### config.mk
export PLATFORM = sky130hd
export DESIGN_NAME = result_uart_logger
export DESIGN_NICKNAME = d
export VERILOG_FILES = /design/src/rtl/logger_pkg.sv /design/src/rtl/result_fifo.sv /design/src/rtl/result_uart_logger.sv
export SDC_FILE = /design/constraint.sdc
export NUM_CORES = 1
export LEC_CHECK = 0
export ABC_AREA = 1
export CAP_MARGIN = 5
export CORE_UTILIZATION = 27
export CTS_CLUSTER_SIZE = 24
export DETAILED_ROUTE_END_ITERATION = 10
export GPL_TIMING_DRIVEN = 0
export PLACE_DENSITY = 0.49
export SLEW_MARGIN = 20
export SYNTH_ARGS = -nofsm -noshare
export SYNTH_HDL_FRONTEND = slang
export SYNTH_SLANG_ARGS = --single-unit
### constraint.sdc
create_clock -name CLOCK_50 -period 9.5 [get_ports CLOCK_50]
set_input_delay 1.425 -clock CLOCK_50 [delete_from_list [all_inputs] [get_ports CLOCK_50]]
set_output_delay 1.425 -clock CLOCK_50 [all_outputs]
set_load 0.02 [all_outputs]
### src/rtl/logger_pkg.sv
// Shared types for the result UART logger: TX FSM states and the queued record layout.
package logger_pkg;
  typedef enum logic [1:0] {IDLE, START, DATA, STOP} tx_state_t;

  localparam int REC_W         = 36;
  localparam int BYTES_PER_REC = 5;

  typedef struct packed {
    logic [3:0]  flags;
    logic [31:0] result;
  } rec_t;
endpackage

### src/rtl/result_fifo.sv
// Synchronous record FIFO; a push while full is taken only when a pop frees a slot in the same cycle.
module result_fifo #(
  parameter int WIDTH = 36,
  parameter int DEPTH = 8
) (
  input  logic                     clk,
  input  logic                     rst_n,
  input  logic                     push,
  input  logic                     pop,
  input  logic [WIDTH-1:0]         din,
  output logic [WIDTH-1:0]         dout,
  output logic                     full,
  output logic                     empty,
  output logic [$clog2(DEPTH):0]   count
);
  localparam int AW = $clog2(DEPTH);

  logic [WIDTH-1:0] mem_q [DEPTH];
  logic [AW-1:0]    wr_ptr_q, rd_ptr_q;
  logic [AW:0]      count_q;
  logic             wr_en, rd_en;

  assign full  = (count_q == (AW+1)'(DEPTH));
  assign empty = (count_q == '0);
  assign wr_en = push && (!full || pop);
  assign rd_en = pop && !empty;
  assign dout  = mem_q[rd_ptr_q];
  assign count = count_q;

  always_ff @(posedge clk) begin
    if (wr_en) mem_q[wr_ptr_q] <= din;
  end

  // Pointers wrap naturally because DEPTH is a power of two.
  always_ff @(posedge clk or negedge rst_n) begin
    if (!rst_n) begin
      wr_ptr_q <= '0;
      rd_ptr_q <= '0;
      count_q  <= '0;
    end else begin
      if (wr_en) wr_ptr_q <= wr_ptr_q + 1'b1;
      if (rd_en) rd_ptr_q <= rd_ptr_q + 1'b1;
      case ({wr_en, rd_en})
        2'b10:   count_q <= count_q + 1'b1;
        2'b01:   count_q <= count_q - 1'b1;
        default: count_q <= count_q;
      endcase
    end
  end
endmodule

### src/rtl/result_uart_logger.sv
// Logs every change of the processor {flags, result} pair and sends it as a 5-byte 8N1 UART frame.
module result_uart_logger
  import logger_pkg::*;
#(
  parameter int BAUD_DIV   = 434,
  parameter int FIFO_DEPTH = 8
) (
  input  logic                          CLOCK_50,
  input  logic                          rst_n,
  input  logic                          capture_en,
  input  logic [31:0]                   result_in,
  input  logic [3:0]                    flags_in,
  output logic                          tx,
  output logic                          busy,
  output logic                          overflow,
  output logic [$clog2(FIFO_DEPTH):0]   fifo_count,
  output tx_state_t                     dbg_state
);
  localparam int CW = $clog2(FIFO_DEPTH) + 1;
  localparam int BW = $clog2(BAUD_DIV);

  rec_t              cur_rec, prev_q;
  logic              prev_valid_q, push_req, push_acc, pop;
  logic              fifo_full, fifo_empty;
  logic [REC_W-1:0]  fifo_dout;
  logic              overflow_q;

  tx_state_t         state_q;
  logic              tx_q, busy_q, busy_d, baud_end, frame_end;
  logic [BW-1:0]     baud_q;
  logic [2:0]        bit_idx_q, byte_idx_q;
  logic [39:0]       shift_q;
  logic [7:0]        cur_byte;
  logic [CW-1:0]     count_next;

  assign cur_rec  = '{flags: flags_in, result: result_in};
  assign push_req = capture_en && (!prev_valid_q || (cur_rec != prev_q));

  always_ff @(posedge CLOCK_50 or negedge rst_n) begin
    if (!rst_n) begin
      prev_q       <= '0;
      prev_valid_q <= 1'b0;
    end else if (capture_en) begin
      prev_q       <= cur_rec;
      prev_valid_q <= 1'b1;
    end
  end

  result_fifo #(.WIDTH(REC_W), .DEPTH(FIFO_DEPTH)) u_fifo (
    .clk   (CLOCK_50),
    .rst_n (rst_n),
    .push  (push_req),
    .pop   (pop),
    .din   (cur_rec),
    .dout  (fifo_dout),
    .full  (fifo_full),
    .empty (fifo_empty),
    .count (fifo_count)
  );

  always_ff @(posedge CLOCK_50 or negedge rst_n) begin
    if (!rst_n)                              overflow_q <= 1'b0;
    else if (push_req && fifo_full && !pop)  overflow_q <= 1'b1;
  end

  assign pop       = (state_q == IDLE) && !fifo_empty;
  assign push_acc  = push_req && (!fifo_full || pop);
  assign baud_end  = (baud_q == BW'(BAUD_DIV - 1));
  assign frame_end = (state_q == STOP) && baud_end && (byte_idx_q == 3'(BYTES_PER_REC - 1));
  assign cur_byte  = shift_q[39:32];

  // busy is registered from next-cycle state and count so it drops on the same edge the FSM returns to IDLE.
  assign count_next = fifo_count + CW'(push_acc) - CW'(pop);
  assign busy_d     = ((state_q == IDLE) ? pop : !frame_end) || (count_next != '0);

  always_ff @(posedge CLOCK_50 or negedge rst_n) begin
    if (!rst_n) begin
      state_q    <= IDLE;
      tx_q       <= 1'b1;
      baud_q     <= '0;
      bit_idx_q  <= '0;
      byte_idx_q <= '0;
      shift_q    <= '0;
      busy_q     <= 1'b0;
    end else begin
      busy_q <= busy_d;
      case (state_q)
        IDLE: begin
          if (pop) begin
            state_q    <= START;
            tx_q       <= 1'b0;
            baud_q     <= '0;
            byte_idx_q <= '0;
            shift_q    <= {4'h0, fifo_dout};
          end
        end
        START: begin
          if (baud_end) begin
            state_q   <= DATA;
            baud_q    <= '0;
            bit_idx_q <= '0;
            tx_q      <= cur_byte[0];
          end else begin
            baud_q <= baud_q + 1'b1;
          end
        end
        DATA: begin
          if (baud_end) begin
            baud_q <= '0;
            if (bit_idx_q == 3'd7) begin
              state_q <= STOP;
              tx_q    <= 1'b1;
            end else begin
              bit_idx_q <= bit_idx_q + 3'd1;
              tx_q      <= cur_byte[bit_idx_q + 3'd1];
            end
          end else begin
            baud_q <= baud_q + 1'b1;
          end
        end
        STOP: begin
          if (baud_end) begin
            baud_q <= '0;
            if (!frame_end) begin
              byte_idx_q <= byte_idx_q + 3'd1;
              shift_q    <= {shift_q[31:0], 8'h00};
              state_q    <= START;
              tx_q       <= 1'b0;
            end else begin
              state_q <= IDLE;
              tx_q    <= 1'b1;
            end
          end else begin
            baud_q <= baud_q + 1'b1;
          end
        end
        default: state_q <= IDLE;
      endcase
    end
  end

  assign tx        = tx_q;
  assign busy      = busy_q;
  assign overflow  = overflow_q;
  assign dbg_state = state_q;
endmodule
==> flow_metrics.tcl <==
set metrics [dict create \
    status "finished clean" \
    postSynth.asyncResetShare 0.2709 \
    chipWidth_um 251.2 \
    seqPwrFrac 0.479 \
    mostFrequentLayoutCell "edfxtp_1" \
    synth_area_um2 16760 \
    clockPowerShare 0.399 \
    grt_max_degree 60 \
    netlist_top_cells_area "edfxtp_1 (52%), dfrtp_1 (16%), o21ai_0 (6.1%)" \
    synthXorXnorAreaFrac 0.01097 \
    switching_share 0.2549 \
    holdBufCountCts 0 \
    postCtsSetupBuffers 0 \
    clock.fmax_mhz 206.8 \
    io_pins 48 \
    fin_nets 1673 \
    grt_usage 0.1573 \
    vias_per_cell 4.823 \
    overflow 0 \
    critical_path_buf_inv_count 6 \
    avgSynthCellArea_um2 11.17 \
    end_kind "flop" \
    synth_ff_type "edfxtp_1" \
    hpwlAfterDp_um 33350 \
    layout-drive-gt1-share 0.09168 \
    clock-sinks 395 \
    worst_slack_ps 4665 \
    cp_max_fo 11 \
    maxSlewHeadroom 0.4377 \
    synth_compound_area_frac 0.1119 \
    cts_buffers 45 \
    powerDensity_nw_per_um2 219.9 \
    rsz0062_at_grt "false" \
    start_util 0.2757 \
    h-tree-depth 2 \
    finalPower_mw 4.434 \
    p_sw_mw 1.130 \
    wire_per_inst_um 20.25 \
    min-delay-path-class "flop to flop" \
    synth_top_family_by_area "simple AND/OR/NAND/NOR gates" \
    post_cts_resized 0 \
    tns_ps 0 \
    core_um2 60810 \
    finClkSkew_ps 22.65 \
    synthDistinctLibCells 44 \
    n_fill_cell 6038 \
    maxSlewViolCount 0 \
    whs_ps 455.5 \
    setup-violations-final 0 \
    final_util 0.3316 \
    netlist.area_leader.share 0.5159 \
    clk_path_buf_depth 3 \
    netlist_instances 1501 \
    rows 90 \
    synth_fp_nets 1563 \
    die-height_um 251.2 \
    path_cells "clkdlybuf4s50_1, inv_1, nand2_1, nand2_1, inv_1, nand2_1, nor2_1, nand2_1, nor2_1, nand3_1, nand3_1, buf_4, inv_1, ha_1, inv_1, fa_1, o21ai_0, a2111oi_0, nand3_1" \
    ant_nets 0 \
    p_int_mw 3.304 \
    die_area_um2 63090 \
    worst_slew_pin_slew_ps 843.5 \
    hold_violations 0 \
    synth_edf_count 288 \
    clk_pin_slew_ps 60 \
    slowest_delay_ps 640 \
    yosys.area.top_type "edfxtp_1" \
    cts_tree "yes" \
    cp.arrival_ps 5250 \
    wl_um 49220 \
    via_count 11725 \
    synth_simple_gate_area_frac 0.1371 \
    slowest_stage "clkdlybuf4s50_1" \
    crit_type "input port to flop" \
    io_buffers 46 \
    crit_family "simple AND/OR/NAND/NOR gates" \
    clkLatencyLatePin_ps 590 \
    ir_drop_uv 130.8 \
    drtIter0Drc 926 \
    timing.final.crit_period_ps 4835 \
    cts_root_buf "clkbuf_16" \
    post-place-ws_ps 4107 \
    drt_pass1_iterations 5 \
    drcViolationCount 0 \
    gp_congestion 0.8299 \
    synthMuxAreaShare 0 \
    area_delta_synth_final_pct 20.28 \
    comb_power_share 0.122 \
    grt_pass1_vias 11548 \
    grt_first_pass_wirelength_um 73740 \
    worstSetupStartpointType "input port" \
    required_ps 9910 \
    antenna_found_initial 3 \
    synth_fa_ha_area_frac 0.01761 \
    drv_cap 0 \
    p_leak_nw 7.502 \
    ys.warnings.count 0 \
    layout_common_cells "edfxtp_1 (288), nand2_1 (254), o21ai_0 (205)" \
    ys_seq_area_frac 0.6756 \
    finalCritPeriodShare 0.5089 \
    synth_seq_cells 395 \
]
## state kept, by name, indices dropped and copies added (netlist names), 2 cells and up
signal / cells
u_fifo.rd_ptr_q: 3
u_fifo.wr_ptr_q: 3
bit_idx_q: 3
prev_q: 36
shift_q: 40
dbg_state: 2
byte_idx_q: 3
u_fifo.mem_q: 288
baud_q: 9
u_fifo.count: 4
## final timing paths
kind	start	end	slack [ps]	cells past startpoint
worst max-delay path	result_in[17]	busy	4670	19
worst min-delay path	prev_valid_q	prev_valid_q	460	2
worst max register to register	dbg_state[0]	busy	5970	13
worst min register to register	prev_valid_q	prev_valid_q	460	2
max in group asynchronous	rst_n	prev_q[20]	7950	2
min in group asynchronous	rst_n	shift_q[31]	810	1
## worst min-delay path, cell delays in order, from the launching register on
cell and delay, ps:
dfrtp_1 330, inv_1 50, nand2_1 50
## metrics by stage
step	area [um2]	cells
detailed placement	18660	2346
floorplan	16760	1501
finish	20160	2431
global route	20160	2429
global placement	18200	2329
CTS	20160	2429
## per-layer routing
metal  part of all wire  global-route usage
met1               0.45              0.2142
met2               0.47              0.2539
met3              0.057             0.02340
met4              0.031             0.05645
met5                  0                   0
## power groups by stage
| stage | combinational [mW] | clock [mW] | sequential [mW] |
|---|---|---|---|
| 6_report | 0.542 | 1.77 | 2.12 |
| 5_1_grt | 0.599 | 1.86 | 2.14 |
| 4_1_cts | 0.552 | 1.80 | 2.12 |
| 3_5_place_dp | 0.551 | 0 | 2.16 |
| 3_3_place_gp | 0.457 | 0 | 2.18 |
| 2_1_floorplan | 0.251 | 0 | 2.16 |
## synth_stat cells, types with 3 or more instances
library cell and instances:
buf_6 5, o22ai_1 39, xor2_1 13, clkbuf_1 40, ha_1 22, nor3_1 4
dfrtp_1 106, o22ai_2 3, a21oi_1 8, nand4_1 5, o221ai_1 23, o21ai_0 205
nand3_1 84, o21ai_1 10, buf_4 11, edfxtp_1 288, inv_1 92, o211ai_1 31
nor2_1 197, nand2_1 254, xnor2_1 8, buf_2 24
## cell type report
cell class / instances / area [um2] / share of cell area
clock buffers: 59 / 1230 / 0.06100
flip-flops and latches: 395 / 11330 / 0.5617
repair buffers: 63 / 854.6 / 0.04238
well taps: 782 / 978.4 / 0.04852
inverters: 98 / 371.6 / 0.01843
clock inverters: 24 / 271.5 / 0.01346
plain buffers: 81 / 412.9 / 0.02048
multi-input cells: 927 / 4713 / 0.2337
diodes: 2 / 5.005 / 0.0002482
## cell families (layout without fill, tap and decap cells)
family                     after synthesis  in the layout
DFF                                    395            395
and+or+nand+nor                        558            558
AOI/OAI and AO/OA                      325            325
buffers and inverters                  179            325
xor gates and xnor gates                21             21
other                                    0              2
adders and majority gates               23             23
Note: power is estimated with default switching activity, not from simulation.
